[config.mk]
export PLATFORM = sky130hd
export DESIGN_NAME = axil_reg_bridge
export DESIGN_NICKNAME = d
export VERILOG_FILES = /design/src/rtl/axil_reg_bridge.sv
export SDC_FILE = /design/constraint.sdc
export NUM_CORES = 1
export LEC_CHECK = 0
export CAP_MARGIN = 20
export CORE_UTILIZATION = 35
export CTS_CLUSTER_DIAMETER = 200
export CTS_CLUSTER_SIZE = 20
export DETAILED_ROUTE_END_ITERATION = 16
export PLACE_DENSITY = 0.81
export SETUP_SLACK_MARGIN = 0.3
export SYNTH_ARGS = -nofsm -noshare
export SYNTH_HDL_FRONTEND = slang
export SYNTH_SLANG_ARGS = --single-unit
[constraint.sdc]
create_clock -name CLK -period 3.05 [get_ports CLK]
set_input_delay 0.4575 -clock CLK [delete_from_list [all_inputs] [get_ports CLK]]
set_output_delay 0.4575 -clock CLK [all_outputs]
set_load 0.03 [all_outputs]
[src/rtl/axil_reg_bridge.sv]
// axil_reg_bridge: AXI4-Lite slave in front of a flat register bank.
// Issues byte-merged one-cycle write strobes and returns live values.
module axil_reg_bridge #(
  parameter int DATA_WIDTH = 32,
  parameter int ADDR_WIDTH = 8,
  parameter int NUM_REGS   = 8
) (
  input  logic                           CLK,
  input  logic                           RSTN,
  input  logic [ADDR_WIDTH-1:0]          S_AXI_AWADDR,
  input  logic                           S_AXI_AWVALID,
  output logic                           S_AXI_AWREADY,
  input  logic [DATA_WIDTH-1:0]          S_AXI_WDATA,
  input  logic [DATA_WIDTH/8-1:0]        S_AXI_WSTRB,
  input  logic                           S_AXI_WVALID,
  output logic                           S_AXI_WREADY,
  output logic [1:0]                     S_AXI_BRESP,
  output logic                           S_AXI_BVALID,
  input  logic                           S_AXI_BREADY,
  input  logic [ADDR_WIDTH-1:0]          S_AXI_ARADDR,
  input  logic                           S_AXI_ARVALID,
  output logic                           S_AXI_ARREADY,
  output logic [DATA_WIDTH-1:0]          S_AXI_RDATA,
  output logic [1:0]                     S_AXI_RRESP,
  output logic                           S_AXI_RVALID,
  input  logic                           S_AXI_RREADY,
  output logic [NUM_REGS-1:0]            REG_WEN,
  output logic [DATA_WIDTH-1:0]          REG_WDATA,
  input  logic [NUM_REGS*DATA_WIDTH-1:0] REG_RDATA
);

  localparam int SW = DATA_WIDTH / 8;
  localparam int XW = ADDR_WIDTH - 2;
  localparam int IW = (NUM_REGS > 1) ? $clog2(NUM_REGS) : 1;
  localparam logic [XW:0] NREG = NUM_REGS[XW:0];
  localparam logic [1:0] OKAY = 2'b00;
  localparam logic [1:0] SLVERR = 2'b10;

  typedef enum logic [1:0] {W_IDLE, W_STROBE, W_RESP} wstate_t;
  typedef enum logic {R_IDLE, R_DATA} rstate_t;

  wstate_t ws, ws_n;
  rstate_t rs, rs_n;

  logic [DATA_WIDTH-1:0] bank [NUM_REGS];
  logic [XW-1:0] waddr_q, widx, ridx;
  logic [DATA_WIDTH-1:0] wdata_q, wdata_e;
  logic [DATA_WIDTH-1:0] cur, merged;
  logic [SW-1:0] wstrb_q, wstrb_e;
  logic aw_held, w_held, aw_held_n, w_held_n;
  logic aw_hs, w_hs, ar_hs, aw_have, w_have;
  logic w_inr, r_inr;
  logic awready_n, wready_n, bvalid_n;
  logic arready_n, rvalid_n;
  logic [1:0] bresp_n, rresp_n;
  logic [NUM_REGS-1:0] wen_n;
  logic [DATA_WIDTH-1:0] regwd_n, rdata_n;
  logic unused;

  // Byte lanes below the word are ignored.
  assign unused = ^{S_AXI_AWADDR[1:0], S_AXI_ARADDR[1:0]};

  always_comb begin
    for (int i = 0; i < NUM_REGS; i++)
      bank[i] = REG_RDATA[i*DATA_WIDTH +: DATA_WIDTH];
  end

  // Use the held copy if captured earlier, else the live channel.
  always_comb begin
    aw_hs   = S_AXI_AWVALID & S_AXI_AWREADY;
    w_hs    = S_AXI_WVALID & S_AXI_WREADY;
    aw_have = aw_held | aw_hs;
    w_have  = w_held | w_hs;
    widx    = aw_held ? waddr_q
                      : S_AXI_AWADDR[ADDR_WIDTH-1:2];
    wdata_e = w_held ? wdata_q : S_AXI_WDATA;
    wstrb_e = w_held ? wstrb_q : S_AXI_WSTRB;
    w_inr   = {1'b0, widx} < NREG;
    cur     = bank[widx[IW-1:0]];
    for (int b = 0; b < SW; b++)
      merged[b*8 +: 8] = wstrb_e[b] ? wdata_e[b*8 +: 8]
                                    : cur[b*8 +: 8];
  end

  always_comb begin
    ws_n      = ws;
    aw_held_n = aw_held;
    w_held_n  = w_held;
    awready_n = 1'b0;
    wready_n  = 1'b0;
    bvalid_n  = S_AXI_BVALID;
    bresp_n   = S_AXI_BRESP;
    wen_n     = '0;
    regwd_n   = '0;
    unique case (ws)
      W_IDLE: begin
        aw_held_n = aw_have;
        w_held_n  = w_have;
        if (aw_have && w_have) begin
          ws_n      = W_STROBE;
          aw_held_n = 1'b0;
          w_held_n  = 1'b0;
          if (w_inr) begin
            wen_n   = {{(NUM_REGS-1){1'b0}}, 1'b1} << widx;
            regwd_n = merged;
            bresp_n = OKAY;
          end else begin
            bresp_n = SLVERR;
          end
        end else begin
          awready_n = ~aw_have;
          wready_n  = ~w_have;
        end
      end
      W_STROBE: begin
        ws_n     = W_RESP;
        bvalid_n = 1'b1;
      end
      W_RESP: begin
        if (S_AXI_BREADY) begin
          ws_n      = W_IDLE;
          bvalid_n  = 1'b0;
          awready_n = 1'b1;
          wready_n  = 1'b1;
        end
      end
      default: ws_n = W_IDLE;
    endcase
  end

  always_comb begin
    ridx      = S_AXI_ARADDR[ADDR_WIDTH-1:2];
    r_inr     = {1'b0, ridx} < NREG;
    ar_hs     = S_AXI_ARVALID & S_AXI_ARREADY;
    rs_n      = rs;
    arready_n = 1'b0;
    rvalid_n  = S_AXI_RVALID;
    rdata_n   = S_AXI_RDATA;
    rresp_n   = S_AXI_RRESP;
    unique case (rs)
      R_IDLE: begin
        if (ar_hs) begin
          rs_n     = R_DATA;
          rvalid_n = 1'b1;
          rdata_n  = r_inr ? bank[ridx[IW-1:0]] : '0;
          rresp_n  = r_inr ? OKAY : SLVERR;
        end else begin
          arready_n = 1'b1;
        end
      end
      R_DATA: begin
        if (S_AXI_RREADY) begin
          rs_n      = R_IDLE;
          rvalid_n  = 1'b0;
          arready_n = 1'b1;
        end
      end
      default: rs_n = R_IDLE;
    endcase
  end

  always_ff @(posedge CLK) begin
    if (!RSTN) begin
      ws            <= W_IDLE;
      rs            <= R_IDLE;
      aw_held       <= 1'b0;
      w_held        <= 1'b0;
      waddr_q       <= '0;
      wdata_q       <= '0;
      wstrb_q       <= '0;
      S_AXI_AWREADY <= 1'b0;
      S_AXI_WREADY  <= 1'b0;
      S_AXI_BVALID  <= 1'b0;
      S_AXI_BRESP   <= '0;
      S_AXI_ARREADY <= 1'b0;
      S_AXI_RVALID  <= 1'b0;
      S_AXI_RDATA   <= '0;
      S_AXI_RRESP   <= '0;
      REG_WEN       <= '0;
      REG_WDATA     <= '0;
    end else begin
      ws            <= ws_n;
      rs            <= rs_n;
      aw_held       <= aw_held_n;
      w_held        <= w_held_n;
      if (aw_hs)
        waddr_q <= S_AXI_AWADDR[ADDR_WIDTH-1:2];
      if (w_hs) begin
        wdata_q <= S_AXI_WDATA;
        wstrb_q <= S_AXI_WSTRB;
      end
      S_AXI_AWREADY <= awready_n;
      S_AXI_WREADY  <= wready_n;
      S_AXI_BVALID  <= bvalid_n;
      S_AXI_BRESP   <= bresp_n;
      S_AXI_ARREADY <= arready_n;
      S_AXI_RVALID  <= rvalid_n;
      S_AXI_RDATA   <= rdata_n;
      S_AXI_RRESP   <= rresp_n;
      REG_WEN       <= wen_n;
      REG_WDATA     <= regwd_n;
    end
  end

endmodule
## Word level (Yosys, flattened, before mapping)

Index checks and enable logic that the tools add are counted.

- Word-level logic and storage cells: 84
- Register bits: 128
- Output and inout bits: 81

- Reduce and logical (&&, ||, !) cells: 9
- Shift-type cells: 1
- Order comparisons: 4
- Bitwise gates (word level): 10
- Mux-type cells: 37
- Equality and inequality tests: 6

Operator list:

| kind | count |
|---|---|
| $bmux W32 S3 | 2 |
| $mux W32 | 6 |
| $mux W8 | 4 |
| $lt A6 B4 Y1 const B | 2 |
| $mux W1 | 12 |
| $pmux W1 S2 | 6 |
| $reduce_and A2 Y1 | 5 |
| $ge A4 B4 Y1 const B | 2 |
| $mux W2 | 4 |
| $ne A2 B2 Y1 const B | 4 |
| $not A3 Y4 | 2 |
| $shl A1 B6 Y8 const A | 1 |
| $mux W6 | 1 |
| $pmux W2 S3 | 1 |
| $mux W4 | 1 |
| $reduce_and A4 Y1 | 1 |
| $and A1 B1 Y1 | 3 |
| $not A1 Y1 | 3 |
| $eq A2 B1 Y1 const B | 1 |
| $eq A2 B2 Y1 const B | 1 |
| $logic_not A2 Y1 | 1 |
| $or A1 B1 Y1 | 2 |
| $reduce_bool A2 Y1 | 1 |
| $logic_and A1 B1 Y1 | 1 |

## Logic depth before layout (Yosys ltp)

- Depth after elaboration: 6
- Gate-level depth with buffers: 8
- Mapped depth without buffers: 5

## Worst setup path after synthesis

No wires, ideal clock.

- Kind: input-to-reg
- Start point: input S_AXI_ARADDR[2]
- End point: register S_AXI_RDATA[0]
- Stages on the path: 6
- Arrival: 1.677 ns
- Library setup time: 0.115 ns
- Path slack: 1.259 ns
- Buffers on the path: 2
- Cell sequence: buf_4 buf_4 mux4_2 mux2i_1 o21ai_0 and2_1

- Longest elaborated chain between the ends: 5
- Elaborated cells on any way between the ends: 6

Ends and longest elaborated chain:

| what | line | RTL |
|---|---|---|
| from (decl) | 20 | `input logic [ADDR_WIDTH-1:0] S_AXI_ARADDR,` |
| $not A3 Y4 (not written as such) | 145 | `rdata_n = r_inr ? bank[ridx[IW-1:0]] : '0;` |
| $bmux W32 S3 | 145 |  |
| $mux W32 (not written as such) (2 in a row) | 145 |  |
| $mux W32 (*) | 145 |  |
| to (signal assigned) | 198 | `S_AXI_RDATA <= rdata_n;` |
| to (decl) | 23 | `output logic [DATA_WIDTH-1:0] S_AXI_RDATA,` |

Mark *: on every way between the ends. The rest lies on a longest branch, timed or not. The select of a mux whose other input is x is not followed.
A chain may end at the register's enable or synchronous reset.

## Worst setup path in the final report

- Start point: register aw_held
- End point: register REG_WDATA[5]

- Longest elaborated chain between the ends: 6
- Elaborated cells on any way between the ends: 10

Ends and longest elaborated chain:

| what | line | RTL |
|---|---|---|
| from (decl) | 50 | `logic aw_held, w_held, aw_held_n, w_held_n;` |
| from (signal assigned) | 184 | `aw_held <= aw_held_n;` |
| $mux W6 | 74 | `widx = aw_held ? waddr_q` |
| $not A3 Y4 (not written as such) | 79 | `cur = bank[widx[IW-1:0]];` |
| $bmux W32 S3 | 79 |  |
| $mux W32 (not written as such) (2 in a row) | 79 |  |
| $mux W8 | 81 | `merged[b*8 +: 8] = wstrb_e[b] ? wdata_e[b*8 +: 8]` |
| to (signal assigned) | 201 | `REG_WDATA <= regwd_n;` |
| to (decl) | 28 | `output logic [DATA_WIDTH-1:0] REG_WDATA,` |

Several ways; a longest one is shown, not always the timed one. The select of a mux whose other input is x is not followed.

==> flow_summary.json <==
{
  "run_status": "finished, final reports clean",
  "clock.fmax_ghz": 0.400,
  "numCtsBuffers": 17,
  "io_pins": 396,
  "worst_pin_slew_ps": 804,
  "r2r_start": "aw_held",
  "power_density_mw_per_mm2": 398,
  "highest_layer": "met4",
  "crit_family": "flip-flops",
  "num_rows": 57,
  "async_flop_share_pct": 0,
  "cts_tree": "yes",
  "cts_resized": 0,
  "coreArea_sq_mm": 0.0245,
  "ys_seq_elements": 126,
  "drc": 0,
  "fin_setup_tns_ps": 0,
  "hold_path_class": "in -> reg",
  "crit_path_max_incr_delay_ps": 840,
  "start_util_pct": 36.0,
  "slew_violations": 0,
  "clock_sink_count": 126,
  "setup_viol": 0,
  "slowest_stage": "dfxtp_1",
  "grt_pass1_wl_um": 56200,
  "synth_edf_count": 0,
  "wl_per_cell_um": 21.8,
  "hold_depth": 2,
  "finalCritPeriodShare_pct": 81.9,
  "die_area_sq_mm": 0.0258,
  "num-fill-cells": 2191,
  "worstPathArrival_ps": 2780,
  "ys_seq_area_share_pct": 28.6,
  "fin_skew_ps": 11.7,
  "rsz0062_at_grt": "no",
  "overflow": 0,
  "placed_cell_area_sq_mm": 0.0131,
  "antenna_found_initial": 1,
  "route.met3.wl_um": 4120,
  "slew_headroom_pct": 46.3,
  "wl_met1_um": 14300,
  "drtPass1Iterations": 8,
  "grt_start_max_net_pins": 85,
  "whs_endpoint": "ws[0]",
  "reg2reg_slack_ps": 550,
  "wl_met2_um": 18400,
  "areaGrowthSynthToFinish_pct": 54.8,
  "yosysWarnings": 0,
  "reg2reg_to": "REG_WDATA[5]",
  "ir_drop_uv": 365,
  "max_cap_viol_count": 0,
  "period_minus_slack_ps": 2500,
  "clk_latency_ps": 410,
  "clock_path_buffers": 2,
  "grt_pass1_vias": 9893,
  "synth_cell_type_count": 45,
  "synth_cells": 1063,
  "end_kind": "register",
  "start_kind": "register",
  "path_cells": "mux2_4 > buf_12 > mux2i_1 > a32oi_1 > a31oi_1 > nor3_1",
  "finalHoldViolations": 0,
  "clock-root-buffer": "clkbuf_16",
  "portBuffers": 389,
  "holdCritStartpoint": "RSTN",
  "nNetsFinal": 1723,
  "fin_util_pct": 55.7,
  "vias": 10000,
  "gp_congestion": 0.935,
  "routed_via_density": 5.74,
  "hold_buffers": 0,
  "fin_total_pwr_mw": 5.43,
  "final_area_sq_mm": 0.0137,
  "syn_avg_cell_area_sq_um": 8.30,
  "synthesis.area_sq_mm": 0.00882,
  "die_width_um": 161,
  "cts_setup_buffers": 0,
  "drt_iter0_drc": 990,
  "cp_num_buf_inv": 1,
  "worstSetupPathType": "reg -> reg",
  "rr_worst_depth": 6,
  "postRouteAntennaNets": 0,
  "htree_num_levels": 4,
  "path_clk_slew_ps": 60,
  "grt_use_total_pct": 28.4,
  "leakagePower_nw": 5.01,
  "hpwl_um": 27800,
  "required_ps": 3330,
  "ys.flop_type": "dfxtp_1",
  "wirelength_um": 38000,
  "drive_above_1_share_pct": 11.2,
  "die_y_um": 161,
  "cp_max_fo": 34
}
report_power, final:
part           leakage [nW]  switching, mW  internal (mW)
Combinational          3.70          0.803          0.827
Clock                 0.280          0.839           1.22
Sequential             1.02         0.0454           1.70
cells in the mapped netlist (all sizes together) (2+ instances only):
cell type / count / area (sq um)
nand2: 334 / 1250
dfxtp: 126 / 2520
mux4: 64 / 1440
mux2i: 63 / 647
buf: 59 / 342
nand3: 59 / 295
a21boi: 45 / 338
o21ai: 37 / 185
o22ai: 37 / 231
and2: 34 / 213
nor3: 34 / 270
clkbuf: 32 / 124
a31oi: 29 / 181
a32oi: 29 / 254
a21oi: 16 / 80.1
nor2: 16 / 60.1
nand2b: 15 / 93.8
nor2b: 8 / 50.1
a211oi: 3 / 22.5
a32o: 3 / 30.0
inv: 3 / 11.3
and3: 2 / 12.5
mux2: 2 / 26.3
o22a: 2 / 26.3
o32ai: 2 / 25.0
state kept, by name, summed over array words and instances (netlist names), 2 cells and up:
| signal | cells |
|---|---|
| REG_WDATA | 32 |
| ws | 2 |
| REG_WEN | 8 |
| wstrb_q | 4 |
| wdata_q | 32 |
| S_AXI_RDATA | 32 |
| waddr_q | 6 |
placed cells by master (no fill, tap or decap), types with 3 or more instances in the layout:
cell type	synthesis	routed
buf_4	15	15
a21boi_0	45	45
nor3_2	20	20
mux4_2	64	64
mux2i_1	61	61
nand3_1	59	59
buf_12	0	13
o21ai_1	3	3
dfxtp_1	126	126
a31oi_1	29	29
nor2_1	16	16
a32o_1	3	3
inv_6	0	3
o22ai_1	37	35
and2_1	34	34
o21ai_0	34	34
buf_2	33	3
nand2b_1	15	14
nor3_1	14	14
a21oi_1	16	16
nand2_1	334	334
a211oi_1	3	3
clkdlybuf4s50_1	0	385
clkinvlp_4	0	3
inv_1	3	3
nor2b_1	8	8
a32oi_1	29	29
clkbuf_16	0	17
worst max-delay path by stage:
stage / start / to / slack (ps) / cells past startpoint
floorplan: S_AXI_ARADDR[2] / S_AXI_RDATA[0] / 1260 / 6
global route: aw_held / REG_WDATA[3] / 520 / 6
finish: aw_held / REG_WDATA[5] / 550 / 6
CTS: aw_held / REG_WDATA[18] / 610 / 6
global placement: S_AXI_AWADDR[2] / REG_WDATA[13] / 580 / 7
detailed placement: S_AXI_AWADDR[2] / REG_WDATA[13] / 550 / 7
cell families after synthesis:
logic type      after synthesis  share of synthesized area [%]
simple gates                507                           26.1
compound gates              206                           15.9
mux                         129                           24.0
flops                       126                           28.6
buf+inv                      94                           5.40
other cells                   1                         0.0425
worst reg2reg max path, stage by stage (launching register included):
cell and delay [ps]:
dfxtp_1 840, mux2_4 420, buf_12 230, mux2i_1 250, a32oi_1 80, a31oi_1 440, nor3_1 110
layer usage:
metal | GRT usage [%] | up-vias
met5 | 0 | -
met4 | 10.5 | 0
met3 | 8.06 | 107
met2 | 48.5 | 689
met1 | 33.9 | 4696
li1 | - | 4527
cell type report:
class	count	area (sq um)	share of cell area, %
Clock inverter	14	159	1.16
Tap cell	324	405	2.97
Multi-Input combinational cell	844	5890	43.1
Clock buffer	17	425	3.11
Sequential cell	126	2520	18.5
Inverter	3	11.3	0.0825
Timing Repair Buffer	416	4240	31.1
Antenna cell	1	2.50	0.0183
stage by stage:
stage	hold slack (ps)	instances	setup WS (ps)
6_report	327	1745	553
3_3_place_gp	451	1713	578
3_5_place_dp	458	1713	553
2_1_floorplan	443	1064	1260
5_1_grt	320	1745	521
4_1_cts	311	1744	614
Power figures use the tool's default switching activity.
